<file path="src/rtl/fifo_pkg.sv">
// Shared definitions for the FIFO queue: default parameters, pointer width
// and occupancy compare helpers for the almost flags.
package fifo_pkg;

  localparam int DEF_ADDR_BITS = 2;
  localparam int DEF_WORD_BITS = 4;
  localparam int DEF_AE_LEVEL  = 1;

  // Pointers carry one extra wrap bit above the storage address.
  function automatic int ptr_bits(input int addr_bits);
    return addr_bits + 1;
  endfunction

  function automatic int def_af_level(input int addr_bits);
    return (1 << addr_bits) - 1;
  endfunction

  function automatic logic occ_at_least(input int occ, input int level);
    return occ >= level;
  endfunction

  function automatic logic occ_at_most(input int occ, input int level);
    return occ <= level;
  endfunction

endpackage

</file>
<file path="src/rtl/fifo_queue_if.sv">
// Producer/consumer handshake bundle for fifo_queue. The master side drives
// requests and write data; the slave side (the queue) drives head data and status.
interface fifo_queue_if
  import fifo_pkg::*;
#(
  parameter int ADDR_BITS = DEF_ADDR_BITS,
  parameter int WORD_BITS = DEF_WORD_BITS
);

  logic                 wr;
  logic                 rd;
  logic [WORD_BITS-1:0] wr_data;
  logic [WORD_BITS-1:0] rd_data;
  logic                 empty;
  logic                 full;
  logic [ADDR_BITS:0]   count;
  logic                 almost_full;
  logic                 almost_empty;
  logic                 overflow;
  logic                 underflow;

  modport master (
    output wr, rd, wr_data,
    input  rd_data, empty, full, count, almost_full, almost_empty, overflow, underflow
  );

  modport slave (
    input  wr, rd, wr_data,
    output rd_data, empty, full, count, almost_full, almost_empty, overflow, underflow
  );

endinterface

</file>
<file path="src/rtl/fifo_regfile.sv">
// DEPTH x WORD_BITS storage for the FIFO: one synchronous write port and one
// asynchronous read port. Contents are deliberately not reset.
module fifo_regfile
  import fifo_pkg::*;
#(
  parameter int ADDR_BITS = DEF_ADDR_BITS,
  parameter int WORD_BITS = DEF_WORD_BITS
) (
  input  logic                 clk,
  input  logic                 we_i,
  input  logic [ADDR_BITS-1:0] waddr_i,
  input  logic [WORD_BITS-1:0] wdata_i,
  input  logic [ADDR_BITS-1:0] raddr_i,
  output logic [WORD_BITS-1:0] rdata_o
);

  localparam int DEPTH = 1 << ADDR_BITS;

  logic [WORD_BITS-1:0] mem_q [DEPTH];

  always_ff @(posedge clk) begin
    if (we_i) begin
      mem_q[waddr_i] <= wdata_i;
    end
  end

  assign rdata_o = mem_q[raddr_i];

endmodule

</file>
<file path="src/rtl/fifo_queue.sv">
// Synchronous first-word-fall-through FIFO: pointers, status decode and
// optional sticky error flags (enabled with the QUEUE_ERR_EN macro).
module fifo_queue
  import fifo_pkg::*;
#(
  parameter int ADDR_BITS = DEF_ADDR_BITS,
  parameter int WORD_BITS = DEF_WORD_BITS,
  parameter int AF_LEVEL  = def_af_level(ADDR_BITS),
  parameter int AE_LEVEL  = DEF_AE_LEVEL
) (
  input  logic         clk,
  input  logic         rst,
  fifo_queue_if.slave  q_if
);

  localparam int PTR_W = ptr_bits(ADDR_BITS);

  logic [PTR_W-1:0]     wr_ptr_q, wr_ptr_d;
  logic [PTR_W-1:0]     rd_ptr_q, rd_ptr_d;
  logic [PTR_W-1:0]     count_w;
  logic                 empty_w;
  logic                 full_w;
  logic                 push_ok;
  logic                 pop_ok;
  logic [WORD_BITS-1:0] head_w;

  // Status decodes only from registered pointers, never from wr/rd.
  assign count_w = wr_ptr_q - rd_ptr_q;
  assign empty_w = (wr_ptr_q == rd_ptr_q);
  assign full_w  = (wr_ptr_q[ADDR_BITS-1:0] == rd_ptr_q[ADDR_BITS-1:0]) &&
                   (wr_ptr_q[ADDR_BITS] != rd_ptr_q[ADDR_BITS]);

  // A pop frees the head slot this cycle, so a push is accepted even when full.
  assign push_ok = q_if.wr & (~full_w | q_if.rd);
  assign pop_ok  = q_if.rd & ~empty_w;

  always_comb begin
    wr_ptr_d = wr_ptr_q;
    rd_ptr_d = rd_ptr_q;
    if (push_ok) begin
      wr_ptr_d = wr_ptr_q + PTR_W'(1);
    end
    if (pop_ok) begin
      rd_ptr_d = rd_ptr_q + PTR_W'(1);
    end
  end

  always_ff @(posedge clk) begin
    if (rst) begin
      wr_ptr_q <= '0;
      rd_ptr_q <= '0;
    end else begin
      wr_ptr_q <= wr_ptr_d;
      rd_ptr_q <= rd_ptr_d;
    end
  end

  fifo_regfile #(
    .ADDR_BITS (ADDR_BITS),
    .WORD_BITS (WORD_BITS)
  ) u_regfile (
    .clk     (clk),
    .we_i    (push_ok),
    .waddr_i (wr_ptr_q[ADDR_BITS-1:0]),
    .wdata_i (q_if.wr_data),
    .raddr_i (rd_ptr_q[ADDR_BITS-1:0]),
    .rdata_o (head_w)
  );

  assign q_if.rd_data      = empty_w ? '0 : head_w;
  assign q_if.empty        = empty_w;
  assign q_if.full         = full_w;
  assign q_if.count        = count_w;
  assign q_if.almost_full  = occ_at_least(int'(count_w), AF_LEVEL);
  assign q_if.almost_empty = occ_at_most(int'(count_w), AE_LEVEL);

`ifdef QUEUE_ERR_EN
  logic overflow_q, overflow_d;
  logic underflow_q, underflow_d;

  always_comb begin
    overflow_d  = overflow_q | (q_if.wr & ~push_ok);
    underflow_d = underflow_q | (q_if.rd & ~pop_ok);
  end

  always_ff @(posedge clk) begin
    if (rst) begin
      overflow_q  <= 1'b0;
      underflow_q <= 1'b0;
    end else begin
      overflow_q  <= overflow_d;
      underflow_q <= underflow_d;
    end
  end

  assign q_if.overflow  = overflow_q;
  assign q_if.underflow = underflow_q;
`else
  assign q_if.overflow  = 1'b0;
  assign q_if.underflow = 1'b0;
`endif

endmodule
</file>
<file path="src/flat_wrapper.sv">
// flat-port wrapper written by rule: the top's interface ports become plain ports
module fifo_queue_flat import fifo_pkg::*;
#(
  parameter int ADDR_BITS = DEF_ADDR_BITS,
  parameter int WORD_BITS = DEF_WORD_BITS,
  parameter int AF_LEVEL  = def_af_level(ADDR_BITS),
  parameter int AE_LEVEL  = DEF_AE_LEVEL
)
  (clk, rst, q_if_wr, q_if_rd, q_if_wr_data, q_if_rd_data, q_if_empty, q_if_full, q_if_count, q_if_almost_full, q_if_almost_empty, q_if_overflow, q_if_underflow);
  fifo_queue_if #(.ADDR_BITS(ADDR_BITS), .WORD_BITS(WORD_BITS)) q_if_i ();
  input  logic clk;
  input  logic rst;
  input wire logic [$bits(q_if_i.wr)-1:0] q_if_wr;
  input wire logic [$bits(q_if_i.rd)-1:0] q_if_rd;
  input wire logic [$bits(q_if_i.wr_data)-1:0] q_if_wr_data;
  output wire logic [$bits(q_if_i.rd_data)-1:0] q_if_rd_data;
  output wire logic [$bits(q_if_i.empty)-1:0] q_if_empty;
  output wire logic [$bits(q_if_i.full)-1:0] q_if_full;
  output wire logic [$bits(q_if_i.count)-1:0] q_if_count;
  output wire logic [$bits(q_if_i.almost_full)-1:0] q_if_almost_full;
  output wire logic [$bits(q_if_i.almost_empty)-1:0] q_if_almost_empty;
  output wire logic [$bits(q_if_i.overflow)-1:0] q_if_overflow;
  output wire logic [$bits(q_if_i.underflow)-1:0] q_if_underflow;
  assign q_if_i.wr = q_if_wr;
  assign q_if_i.rd = q_if_rd;
  assign q_if_i.wr_data = q_if_wr_data;
  assign q_if_rd_data = q_if_i.rd_data;
  assign q_if_empty = q_if_i.empty;
  assign q_if_full = q_if_i.full;
  assign q_if_count = q_if_i.count;
  assign q_if_almost_full = q_if_i.almost_full;
  assign q_if_almost_empty = q_if_i.almost_empty;
  assign q_if_overflow = q_if_i.overflow;
  assign q_if_underflow = q_if_i.underflow;
  fifo_queue #(.ADDR_BITS(ADDR_BITS), .WORD_BITS(WORD_BITS), .AF_LEVEL(AF_LEVEL), .AE_LEVEL(AE_LEVEL)) u_core (.clk(clk), .rst(rst), .q_if(q_if_i));
endmodule
</file>
<file path="config.mk">
export PLATFORM = sky130hd
export DESIGN_NAME = fifo_queue_flat
export DESIGN_NICKNAME = d
export VERILOG_FILES = /design/src/rtl/fifo_pkg.sv /design/src/rtl/fifo_queue_if.sv /design/src/rtl/fifo_regfile.sv /design/src/rtl/fifo_queue.sv /design/src/flat_wrapper.sv
export SDC_FILE = /design/constraint.sdc
export NUM_CORES = 1
export LEC_CHECK = 0
export ABC_AREA = 1
export CAP_MARGIN = 10
export CORE_MARGIN = 3
export CORE_UTILIZATION = 40
export DETAILED_ROUTE_END_ITERATION = 16
export HOLD_SLACK_MARGIN = 0.1
export PLACE_DENSITY = 0.69
export SLEW_MARGIN = 30
export SYNTH_ARGS = -nofsm -noshare
export SYNTH_HDL_FRONTEND = slang
export SYNTH_SLANG_ARGS = --single-unit
</file>
<file path="constraint.sdc">
create_clock -name clk -period 1.6 [get_ports clk]
set_input_delay 0.32 -clock clk [delete_from_list [all_inputs] [get_ports clk]]
set_output_delay 0.32 -clock clk [all_outputs]
set_load 0.02 [all_outputs]
</file>
== Yosys cells after proc, flatten, opt, wreduce, memory -nomap -nowiden ==
Memory sizes are Yosys's and may differ from the RTL's. A register that Yosys moved wholly into a read port is not among the register bits.
Index checks and enable logic that the tools add are counted.

* Muxes and demuxes: 5
* Add/subtract/negate cells: 3
* Bitwise gates (word level): 5
* Reductions and logical operators: 1
* Order comparisons: 2
* Equality and inequality tests: 3

{| class="wikitable"
|+ Operator list
! operator !! number
|-
| adder 3 x 1 -> 3 bit (second input constant) || 2
|-
| two-way mux 2 bit || 2
|-
| two-way mux 4 bit || 1
|-
| == test 3 bit || 1
|-
| greater-or-equal comparator 3 x 2 -> 1 bit (second input constant) || 1
|-
| <= comparator 3 x 1 -> 1 bit (second input constant) || 1
|-
| subtractor 3 bit || 1
|-
| AND 1 bit || 2
|-
| == test 2 bit || 1
|-
| two-way mux 1 bit || 2
|-
| inverter 1 bit || 2
|-
| logical AND 1 bit || 1
|-
| inequality test 1 bit || 1
|-
| bitwise OR 1 bit || 1
|}

* Input bits: 8
* Memories kept: 1
* Flip-flop bits (word level): 6
* Output and inout bits: 13
* Memory bits (writable): 16

{| class="wikitable"
|+ Memories
! memory !! depth !! bits a word !! read ports !! clocked after memory_dff !! wr ports !! line !! text
|-
| u_core.u_regfile.mem_q || 4 || 4 || 1 || 1 || 1 || fifo_regfile.sv:19 || <nowiki>logic [WORD_BITS-1:0] mem_q [DEPTH];</nowiki>
|}

== Logic depth before layout (Yosys ltp) ==
* Word-level depth: 7
* Depth in mapped cells: 8

== Modules after synthesis ==
Synthesis repeated with hierarchy kept, for this count alone.

* Cell total of the unflattened synthesis: 147
* Area, all modules: 1209.9 um^2

{| class="wikitable"
|+ Modules (own cells, without submodules)
! module !! area each (um^2) !! cells each !! instances !! sequential area each (um^2)
|-
| fifo_regfile || 708.2 || 70 || 1 || 480.5
|-
| fifo_queue || 501.7 || 77 || 1 || 120.1
|}

== Least setup slack after synthesis ==
OpenSTA, ideal clock, no wires.

* Kind: reg-to-output
* Start point: register u_core.wr_ptr_q[0]
* End point: output port q_if_almost_full
* Required time: 1280 ps
* Path buffers: 0
* Path slack: -286 ps
* Stages on the path, launching flop included: 8
* Arrival: 1566 ps
* Cells stage by stage: dfxtp_1 -> inv_1 -> ha_1 -> inv_1 -> fa_1 -> xnor2_2 -> inv_1 -> nand2_1

* Longest elaborated chain between the ends: 2

{| class="wikitable"
|+ RTL lines
! item !! line !! text
|-
| start, declared || fifo_queue.sv:18 || <nowiki>logic [PTR_W-1:0] wr_ptr_q, wr_ptr_d;</nowiki>
|-
| start signal, assigned || fifo_queue.sv:53 || <nowiki>wr_ptr_q <= wr_ptr_d;</nowiki>
|-
| subtractor 3 bit || fifo_queue.sv:28 || <nowiki>assign count_w = wr_ptr_q - rd_ptr_q;</nowiki>
|-
| net q_if_count[2] || flat_wrapper.sv:19 || <nowiki>output wire logic [$bits(q_if_i.count)-1:0] q_if_count;</nowiki>
|-
| greater-or-equal comparator 3 x 2 -> 1 bit || fifo_pkg.sv:19 || <nowiki>return occ >= level;</nowiki>
|-
| end, declared || flat_wrapper.sv:20 || <nowiki>output wire logic [$bits(q_if_i.almost_full)-1:0] q_if_almost_full;</nowiki>
|}

The timed path passes the listed nets, and every way through them passes these cells.

== Worst setup path after layout ==
* Start point: register u_core.rd_ptr_q[1]
* End point: output port q_if_almost_full

* Longest elaborated chain between the ends: 2

{| class="wikitable"
|+ RTL lines
! item !! line !! text
|-
| start, declared || fifo_queue.sv:19 || <nowiki>logic [PTR_W-1:0] rd_ptr_q, rd_ptr_d;</nowiki>
|-
| start signal, assigned || fifo_queue.sv:54 || <nowiki>rd_ptr_q <= rd_ptr_d;</nowiki>
|-
| subtractor 3 bit || fifo_queue.sv:28 ||
|-
| greater-or-equal comparator 3 x 2 -> 1 bit || fifo_pkg.sv:19 ||
|}

Every way passes these cells.

==> metrics.yaml <==
period_share_pct: 128.6
period_needed_ns: 2.058
fin_util_pct: 63.29
max_stage_delay_ns: 0.59
placeableCoreArea_um2: 2781
clk_pin_slew_ns: 0.13
cts.sinks: 24
cts_root_buf: "clkbuf_4"
min_path_type: "flop to flop"
status: "finished, violations left"
dp_hpwl_um: 1909
synth_top_area_share_pct: 40.68
initial_core_util_pct: 42.47
vias_per_cell: 4.792
grt_max_degree: 15
worstSkewPairLatency_ns: 0.31
area.growth.synth_to_final_pct: 49.05
crit_fanout: 3
fmax_mhz: 485.9
worst_ep_required_time_ns: 1.28
cpLargestDelayFamily: "adder cells"
hold_violations: 0
dr.pass1.iters: 4
finalMaxSlewViolations: 0
htree_levels: 1
insertedDiodeCount: 0
ys_ff_latch: 24
syn_area_um2: 1181
ios: 21
synth_fa_ha_area_share_pct: 9.110
peakVddDrop_mv: 0.8613
synth_top_family_by_area: "simple AND/OR/NAND/NOR gates"
cp-end-kind: "primary output"
cp_num_buf_inv: 3
p_leak_nw: 0.7519
first_iter_violations: 20
mostFrequentLayoutCell: "buf_4"
cp-start-kind: "flop"
fin_ws_ns: -0.4581
die_w_um: 60.34
post-route-drc-count: 0
slowest_stage: "fa_2"
p_per_area_nw_per_um2: 1089
ys_types: 18
synth.largest_area_cell: "edfxtp_1"
post_drt_wl_per_cell_um: 12.70
crit_path_cell_trace: "inv_2, buf_4, fa_2, nand2_1, nand2_2, buf_6"
first_global_vias: 933
antenna_found_initial: 0
hold_buffers: 0
synth_area_leaders: "edfxtp_1 41%, dfxtp_1 14%, nor2_1 7.9%"
wl_um: 2566
cts_tree: "yes"
synthSimpleGateAreaFrac_pct: 18.11
violations: "negative setup slack"
vias: 968
synth_compound_area_share_pct: 8.051
portBuffers: 18
nets: 188
fin_tns_setup_ns: -3.566
ys_seq_area_share_pct: 54.24
drive_gt1_share_pct: 39.77
max-clock-path-buffers: 2
worstSetupPathType: "flop to primary output"
fin_skew_ns: 0.005893
setup_violations: 11
layout_common_cells: "26 x buf_4, 24 x nor2_1, 16 x edfxtp_1"
grt.total_usage_pct: 14.43
cts_buffers: 3
syn_inst: 126
critical_path_arrival_ns: 1.74
overflow: 0
rows: 19
yosys_warnings: 0
synthMuxAreaShare_pct: 0
dieArea_um2: 3641
cap_violations: 0
die_y_um: 60.34
grt_pass1_wl_um: 3960
syn_area_per_cell_um2: 9.374
place_congestion: 0.8457
rsz0062_at_grt: "true"
antenna_left: 0
synth_xor_area_share_pct: 2.119
[metrics by stage]
stage               power [W]  setup WS, ns  instance area [um2]  hold slack (ns)  cells
floorplan            0.001102       -0.1391                 1254           0.3891    127
global placement     0.001357       -0.5462                 1603           0.4886    193
detailed placement   0.001377       -0.5906                 1603           0.5128    193
CTS                  0.001844       -0.4323                 1702           0.5139    200
global route         0.002012       -0.5204                 1760           0.5506    202
finish               0.001918       -0.4581                 1760           0.5144    202
[cell usage after synthesis, drive strengths merged]
library cell  number
fa                 1
inv               20
nand2             16
nand3              8
nor2              25
edfxtp            16
conb               1
o21ai              8
dfxtp              8
xor2               1
a21oi             11
ha                 7
xnor2              1
buf                3
[cell type report]
class	instances	area (um2)
timing repair buffer	43	377.9
multi-input combinational	80	560.5
clock buffer	3	22.52
tap	31	38.79
inverter	20	81.33
sequential	24	649.4
fill	212	1021
clock inverter	1	30.03
[what timing repair did]
item / 4_1_cts / 5_1_grt
setup endpoints to repair: 11 / 15
pin swaps: 4 / 4
buffers inserted: 3 / 2
gates resized for setup: 67 / 15
[tightest hold or removal path: stages (launching register included)]
cell and delay, ns:
dfxtp_2 0.37, nand2_1 0.07, a21oi_1 0.05
[state kept, by name, summed over array words and instances (netlist names), named ones only]
register and count:
u_core.rd_ptr_q 3, u_core.wr_ptr_q 3, u_core.u_regfile.mem_q 16
[worst paths after layout]
check                                   startpoint            endpoint  slack [ns]  cells after the start
worst min register to register  u_core.rd_ptr_q[2]  u_core.rd_ptr_q[2]        0.51                      2
worst min-delay path            u_core.rd_ptr_q[2]  u_core.rd_ptr_q[2]        0.51                      2
worst max register to register  u_core.rd_ptr_q[1]  u_core.rd_ptr_q[1]       -0.01                     10
worst max-delay path            u_core.rd_ptr_q[1]    q_if_almost_full       -0.46                      6
[layer usage]
metal,track usage (%),routed length (um),vias to the layer above
li1,-,-,491
met1,18.49,1091,462
met2,26.08,1401,15
met3,2.766,73,0
met4,1.582,0,0
met5,0,0,-
[power breakdown]
| group | internal, W | switching [W] |
|---|---|---|
| combinational | 0.000369 | 0.000396 |
| clock | 0.000253 | 0.000177 |
| sequential | 0.000699 | 0.0000243 |
[cells by family (layout without fill, tap and decap cells)]
logic type,after synthesis,count (layout)
AND/OR/NAND/NOR,49,49
flip-flops,24,24
buffers and inverters,23,67
AO/OA/AOI/OAI,19,19
adder cells (fa/ha/maj),8,8
XOR/XNOR,2,2
other,1,2
No activity file was read; power rests on OpenSTA's default activity.
